===== src/rtl/alu_decode.sv =====
// RV32I ALU-class decode stage: reads the register file, builds the ALU operation and operands,
// and hands them downstream through a valid/ready output register with an optional two-entry skid buffer.
module alu_decode #(
    parameter int SKID_EN = 1
) (
    input  logic        clk,
    input  logic        rst_n,
    input  logic        in_valid,
    output logic        in_ready,
    input  logic [31:0] in_instr,
    input  logic [31:0] in_pc,
    output logic [4:0]  rs1_addr,
    output logic [4:0]  rs2_addr,
    input  logic [31:0] rs1_data,
    input  logic [31:0] rs2_data,
    output logic        out_valid,
    input  logic        out_ready,
    output logic [6:0]  out_alu_op,
    output logic [31:0] out_op1,
    output logic [31:0] out_op2,
    output logic [4:0]  out_rd,
    output logic        out_rd_we,
    output logic        out_illegal
);

    localparam logic [6:0] ALU_ADD  = 7'd0;
    localparam logic [6:0] ALU_SUB  = 7'd1;
    localparam logic [6:0] ALU_SLL  = 7'd2;
    localparam logic [6:0] ALU_SLT  = 7'd3;
    localparam logic [6:0] ALU_SLTU = 7'd4;
    localparam logic [6:0] ALU_XOR  = 7'd5;
    localparam logic [6:0] ALU_SRL  = 7'd6;
    localparam logic [6:0] ALU_SRA  = 7'd7;
    localparam logic [6:0] ALU_OR   = 7'd8;
    localparam logic [6:0] ALU_AND  = 7'd9;

    localparam logic [6:0] OPC_OP     = 7'b0110011;
    localparam logic [6:0] OPC_OP_IMM = 7'b0010011;
    localparam logic [6:0] OPC_LUI    = 7'b0110111;
    localparam logic [6:0] OPC_AUIPC  = 7'b0010111;

    typedef struct packed {
        logic [6:0]  alu_op;
        logic [31:0] op1;
        logic [31:0] op2;
        logic [4:0]  rd;
        logic        rd_we;
        logic        illegal;
    } dec_t;

    localparam dec_t DEC_RESET = '{ALU_ADD, 32'd0, 32'd0, 5'd0, 1'b0, 1'b0};

    dec_t        dec;
    dec_t        out_q;
    logic        out_valid_q;
    logic        accept;
    logic        legal;
    logic [6:0]  op;
    logic [31:0] op_a;
    logic [31:0] op_b;

    wire [6:0]  opcode = in_instr[6:0];
    wire [2:0]  funct3 = in_instr[14:12];
    wire [6:0]  funct7 = in_instr[31:25];
    wire [31:0] imm_i  = {{20{in_instr[31]}}, in_instr[31:20]};
    wire [31:0] imm_u  = {in_instr[31:12], 12'd0};
    wire [31:0] shamt  = {27'd0, in_instr[24:20]};

    assign rs1_addr = in_instr[19:15];
    assign rs2_addr = in_instr[24:20];
    assign accept   = in_valid & in_ready;

    always_comb begin
        legal = 1'b0;
        op    = ALU_ADD;
        op_a  = 32'd0;
        op_b  = 32'd0;
        case (opcode)
            OPC_OP: begin
                op_a = rs1_data;
                op_b = rs2_data;
                if (funct7 == 7'b0000000) begin
                    legal = 1'b1;
                    case (funct3)
                        3'b000:  op = ALU_ADD;
                        3'b001:  op = ALU_SLL;
                        3'b010:  op = ALU_SLT;
                        3'b011:  op = ALU_SLTU;
                        3'b100:  op = ALU_XOR;
                        3'b101:  op = ALU_SRL;
                        3'b110:  op = ALU_OR;
                        default: op = ALU_AND;
                    endcase
                end else if (funct7 == 7'b0100000) begin
                    if (funct3 == 3'b000) begin
                        legal = 1'b1;
                        op    = ALU_SUB;
                    end else if (funct3 == 3'b101) begin
                        legal = 1'b1;
                        op    = ALU_SRA;
                    end
                end
            end
            OPC_OP_IMM: begin
                op_a  = rs1_data;
                op_b  = imm_i;
                legal = 1'b1;
                case (funct3)
                    3'b000: op = ALU_ADD;
                    3'b010: op = ALU_SLT;
                    3'b011: op = ALU_SLTU;
                    3'b100: op = ALU_XOR;
                    3'b110: op = ALU_OR;
                    3'b111: op = ALU_AND;
                    3'b001: begin
                        op_b  = shamt;
                        op    = ALU_SLL;
                        legal = (funct7 == 7'b0000000);
                    end
                    default: begin
                        op_b  = shamt;
                        op    = (funct7 == 7'b0100000) ? ALU_SRA : ALU_SRL;
                        legal = (funct7 == 7'b0000000) || (funct7 == 7'b0100000);
                    end
                endcase
            end
            OPC_LUI: begin
                legal = 1'b1;
                op_b  = imm_u;
            end
            OPC_AUIPC: begin
                legal = 1'b1;
                op_a  = in_pc;
                op_b  = imm_u;
            end
            default: legal = 1'b0;
        endcase
    end

    // Illegal instructions collapse to a harmless ADD 0,0 that never writes back.
    always_comb begin
        dec         = DEC_RESET;
        dec.alu_op  = legal ? op : ALU_ADD;
        dec.op1     = legal ? op_a : 32'd0;
        dec.op2     = legal ? op_b : 32'd0;
        dec.rd      = in_instr[11:7];
        dec.rd_we   = legal && (in_instr[11:7] != 5'd0);
        dec.illegal = !legal;
    end

    generate
        if (SKID_EN != 0) begin : g_skid
            dec_t skid_q;
            logic skid_full;
            logic ready_q;

            // The skid entry only fills while the output stalls, so in_ready can be a flop.
            always_ff @(posedge clk or negedge rst_n) begin
                if (!rst_n) begin
                    out_valid_q <= 1'b0;
                    out_q       <= DEC_RESET;
                    skid_q      <= DEC_RESET;
                    skid_full   <= 1'b0;
                    ready_q     <= 1'b1;
                end else if (!out_valid_q || out_ready) begin
                    if (skid_full) begin
                        out_valid_q <= 1'b1;
                        out_q       <= skid_q;
                        skid_full   <= accept;
                        ready_q     <= !accept;
                        if (accept) begin
                            skid_q <= dec;
                        end
                    end else if (accept) begin
                        out_valid_q <= 1'b1;
                        out_q       <= dec;
                    end else begin
                        out_valid_q <= 1'b0;
                    end
                end else if (accept) begin
                    skid_q    <= dec;
                    skid_full <= 1'b1;
                    ready_q   <= 1'b0;
                end
            end

            assign in_ready = ready_q;
        end else begin : g_single
            always_ff @(posedge clk or negedge rst_n) begin
                if (!rst_n) begin
                    out_valid_q <= 1'b0;
                    out_q       <= DEC_RESET;
                end else if (accept) begin
                    out_valid_q <= 1'b1;
                    out_q       <= dec;
                end else if (out_ready) begin
                    out_valid_q <= 1'b0;
                end
            end

            assign in_ready = !out_valid_q || out_ready;
        end
    endgenerate

    assign out_valid   = out_valid_q;
    assign out_alu_op  = out_q.alu_op;
    assign out_op1     = out_q.op1;
    assign out_op2     = out_q.op2;
    assign out_rd      = out_q.rd;
    assign out_rd_we   = out_q.rd_we;
    assign out_illegal = out_q.illegal;

endmodule


===== config.mk =====
export PLATFORM = sky130hd
export DESIGN_NAME = alu_decode
export DESIGN_NICKNAME = d
export VERILOG_FILES = /design/src/rtl/alu_decode.sv
export SDC_FILE = /design/constraint.sdc
export NUM_CORES = 1
export LEC_CHECK = 0
export ABC_CLOCK_PERIOD_IN_PS = 2160
export CORE_MARGIN = 8
export CORE_UTILIZATION = 50
export CTS_BUF_LIST = sky130_fd_sc_hd__clkbuf_8
export DETAILED_ROUTE_END_ITERATION = 7
export PLACE_DENSITY = 0.82
export SETUP_SLACK_MARGIN = 0.2
export SYNTH_ARGS = -nofsm -noshare
export SYNTH_HDL_FRONTEND = slang
export SYNTH_SLANG_ARGS = --single-unit

===== constraint.sdc =====
create_clock -name clk -period 2.16 [get_ports clk]
set_input_delay 0.432 -clock clk [delete_from_list [all_inputs] [get_ports clk]]
set_output_delay 0.432 -clock clk [all_outputs]
set_load 0.05 [all_outputs]

==> tab_implementation.tex <==
\begin{tabular}{lr}
\hline
Metric & Value \\
\hline
\multicolumn{2}{l}{\textbf{Drt}} \\
Number of DRC violations after detailed routing & 0 \\
Via count normalized by instance count & 5.82 \\
Routed len/inst & 19.8 microns \\
First-iteration detailed-routing DRC count & 657 \\
DRT Pass-1 Iters & 5 \\
Residual antenna-violating net count after detailed routing & 0 \\
Vias after detailed routing & 7,916 \\
Overall routed net length & 26,900 microns \\
\multicolumn{2}{l}{\textbf{Final layout}} \\
Layout-stage area growth over the synthesis result & 43.7\% \\
Share of the core filled with cells & 73.6\% \\
Fin nets & 1,262 \\
Antenna cell count & 0 \\
Fillcell total & 1,123 \\
Commonest non-fill, non-tap cells in the layout & sky130\_fd\_sc\_hd\_\_dfrtp\_1 (150), sky130\_fd\_sc\_hd\_\_nand2\_1 (146), sky130\_fd\_sc\_hd\_\_clkdlybuf4s50\_1 (117) \\
Leading cell type in the layout, fill and taps excluded & sky130\_fd\_sc\_hd\_\_dfrtp\_1 \\
Register Area & 3830 sq um \\
Multi-input logic area & 4050 sq um \\
Post-layout instance count excluding filler cells & 1,359 \\
Proportion of layout cells with a drive suffix above 1 & 18.2\% \\
\multicolumn{2}{l}{\textbf{Floorplanning}} \\
Chip width & 144 microns \\
Area of the placeable core & 15,900 sq um \\
Initial Util & 51.2\% \\
Count of boundary I/O pins & 222 \\
Die boundary height & 144 microns \\
DIE AREA & 20,700 sq um \\
\# rows & 46 \\
\multicolumn{2}{l}{\textbf{Setup path}} \\
Critical Path Source Type & input port \\
WP buf/inv & 4 \\
Nature of the critical path endpoint & flop \\
Cell breakdown of the critical path & clkdlybuf4s50\_1 -> buf\_4 -> xnor2\_1 -> a21oi\_2 -> o21bai\_4 -> o21ai\_4 -> buf\_6 -> buf\_4 -> o31ai\_2 \\
Crit-path max cell delay & 0.49 ns \\
Data arrival time of the critical path & 2.34 ns \\
Top cell family by delay on the critical path & buffers and inverters \\
Worst Setup Path Type & input port to flop \\
Minimum setup slack among reg-to-reg paths & 0.40 ns \\
Cell type with the highest occurrence count on the critical path & sky130\_fd\_sc\_hd\_\_buf\_4 \\
Maximum fanout along the worst path & 6 \\
Library cell contributing the largest single delay on the critical path & sky130\_fd\_sc\_hd\_\_clkdlybuf4s50\_1 \\
Req. time, crit path & 2.49 ns \\
\multicolumn{2}{l}{\textbf{Clock network}} \\
Root Driver & sky130\_fd\_sc\_hd\_\_clkbuf\_8 \\
Clock-pin slew on the worst setup and hold paths & 0.08 ns \\
CTS Buf Count & 17 \\
Clk buf depth & 2 \\
Later-pin clock latency in the skew report & 0.45 ns \\
TritonCTS clock tree & done \\
Number of H-tree levels & 4 \\
Sinks on the clock net & 153 \\
\multicolumn{2}{l}{\textbf{STA}} \\
Hold slack & 0.480 ns \\
\# setup viols final & 0 \\
Number of hold violations in the final report & 0 \\
Setup total negative slack & 0 ns \\
Fin. max-slew vios & 0 \\
Min cycle time layout & 2.01 ns \\
Maximum clock rate & 496 MHz \\
Worst Skew & 0.0108 ns \\
Slew at the pin with the worst max-slew slack & 0.592 ns \\
Worst slew margin & 60.7\% \\
Final worst-path cycle share & 93.3\% \\
Setup WS post-layout & 0.146 ns \\
\multicolumn{2}{l}{\textbf{Global route}} \\
Antenna violations before repair & 0 \\
Maximum number of pins on one net before global-route repair & 51 \\
Global-route usage over all layers & 25.1\% \\
Global-route wire length before repair & 41,000 microns \\
Met3 global-route usage & 7.13\% \\
Busiest grt layer & met2 \\
Met1 track utilization from global routing & 29.6\% \\
Number of global-route vias before repair & 7,933 \\
Gr ovfl total & 0 \\
Met2 usage & 42.3\% \\
\multicolumn{2}{l}{\textbf{Yosys}} \\
Commonest register cell after synthesis & sky130\_fd\_sc\_hd\_\_dfrtp\_1 \\
Fraction of the yosys area taken by sequential cells & 46.9\% \\
Asr flop ratio synth & 100\% \\
Mean Syn Cell Area & 9.03 sq um \\
YS warnings & 0 \\
Area of the mapped netlist & 8170 sq um \\
Number of synthesized register bits & 153 \\
Number of synthesized flops with an enable pin & 0 \\
Number of unique standard cell types used by synthesis & 48 \\
Number of instances in the synthesized netlist & 905 \\
\multicolumn{2}{l}{\textbf{Power and ir drop}} \\
Static leakage & 5.11 nW \\
Comb power frac & 48.3\% \\
Net Sw Power & 5.65 mW \\
PD cells & 1050 nW/um\^{}2 \\
Portion of total power attributed to the clock network & 19.3\% \\
Net switching share of the total power & 45.7\% \\
Seq pwr share & 32.4\% \\
IR drop worst, VDD & 0.710 mV \\
Internal power & 6.72 mW \\
\multicolumn{2}{l}{\textbf{Outcome}} \\
Outcome & finished clean \\
\multicolumn{2}{l}{\textbf{Placement}} \\
\# placed instances & 1,318 \\
Sum of net half-perimeters after detailed placement & 18,200 microns \\
DP Worst Slack & -0.427 ns \\
Input/output buffers & 218 \\
Final estimated routing congestion in global placement & 0.840 \\
\multicolumn{2}{l}{\textbf{Worst hold path}} \\
Worst min path class & flop to flop \\
\multicolumn{2}{l}{\textbf{Job}} \\
Total of max-cap violations & 0 \\
\hline
\end{tabular}
[routing by layer]
layer,routed length [microns],share of wire [%],vias to the layer above
met5,0,0,-
met4,860,3.2,0
met3,2160,8.0,61
met2,13400,50,348
met1,10500,39,3862
li1,-,-,3645
[final timing paths]
path                              startpoint                 to  cells past startpoint
min in group asynchronous              rst_n        out_op2[18]                      2
max                             in_instr[12]  g_skid.skid_q[26]                      9
min reg2reg                g_skid.skid_q[46]  g_skid.skid_q[46]                      2
max in group asynchronous              rst_n   g_skid.skid_q[5]                      3
min                        g_skid.skid_q[46]  g_skid.skid_q[46]                      2
max reg2reg                         in_ready        out_op2[19]                      6
[registers in the layout, indices dropped and copies added (netlist names)]
register / flops
g_skid.skid_full: 1
out_illegal: 1
out_op2: 32
out_valid: 1
g_skid.skid_q: 75
out_alu_op: 4
out_op1: 32
out_rd: 5
in_ready: 1
out_rd_we: 1
[power by group through the flow]
| stage | combinational, mW | clock (mW) | sequential [mW] |
|---|---|---|---|
| finish | 5.97 | 2.38 | 4.01 |
| global route | 6.31 | 2.53 | 4.10 |
| CTS | 5.96 | 2.41 | 4.01 |
| detailed placement | 6.38 | 0 | 4.08 |
| global placement | 6.31 | 0 | 4.05 |
| floorplan | 1.68 | 0 | 6.39 |
[cell families after synthesis]
group                     synth area share, %
muxes                                    1.44
buffers and inverters                    7.12
DFF                                      46.9
xor gates and xnor gates                0.322
and+or+nand+nor                          18.9
other                                  0.0459
AOI/OAI and AO/OA                        25.2
[final cells by class]
cell class              count  share of cell area, %
clock buffers              17                   1.99
well taps                 216                   2.30
inverters                  34                   1.09
repair buffers            296                   25.8
multi-input cells         628                   34.5
clock inverters            15                   1.68
flip-flops and latches    153                   32.6
[what timing repair did]
| action | 4_1_cts | 5_1_grt |
|---|---|---|
| gates resized for setup | 86 | 41 |
| endpoints found under the setup margin | 144 | 42 |
| pin swaps | 4 | 10 |
| hold buffers | 1 | 0 |
| buffers inserted | 4 | 3 |
| endpoints found under the hold margin | 40 | 0 |
| gates cloned | 1 | 0 |
[synthesized netlist by cell type, drive strengths merged, types with 21 or more instances]
library cell	count	area, sq um
inv	34	128
a21oi	64	320
nor2b	23	144
clkbuf	62	233
o31ai	49	508
nor2	51	191
nand2b	21	131
nand2	147	552
dfrtp	152	3800
buf	30	221
o22ai	42	332
o21ai	68	352
[worst reg2reg max path: stages, from the launching register on]
cell,delay (ns)
sky130_fd_sc_hd__dfstp_2,0.56
sky130_fd_sc_hd__and2_1,0.27
sky130_fd_sc_hd__o21ai_4,0.11
sky130_fd_sc_hd__nor2_4,0.14
sky130_fd_sc_hd__o211ai_1,0.17
sky130_fd_sc_hd__buf_4,0.24
sky130_fd_sc_hd__o22ai_1,0.19
[metrics by stage]
step	cell area, sq um	power, mW
after CTS	11500	12.4
after detailed placement	11100	10.5
final	11700	12.4
after global routing	11700	12.9
after global placement	11100	10.4
after floorplan	8210	8.07
Note: power is estimated with default switching activity, not from simulation.
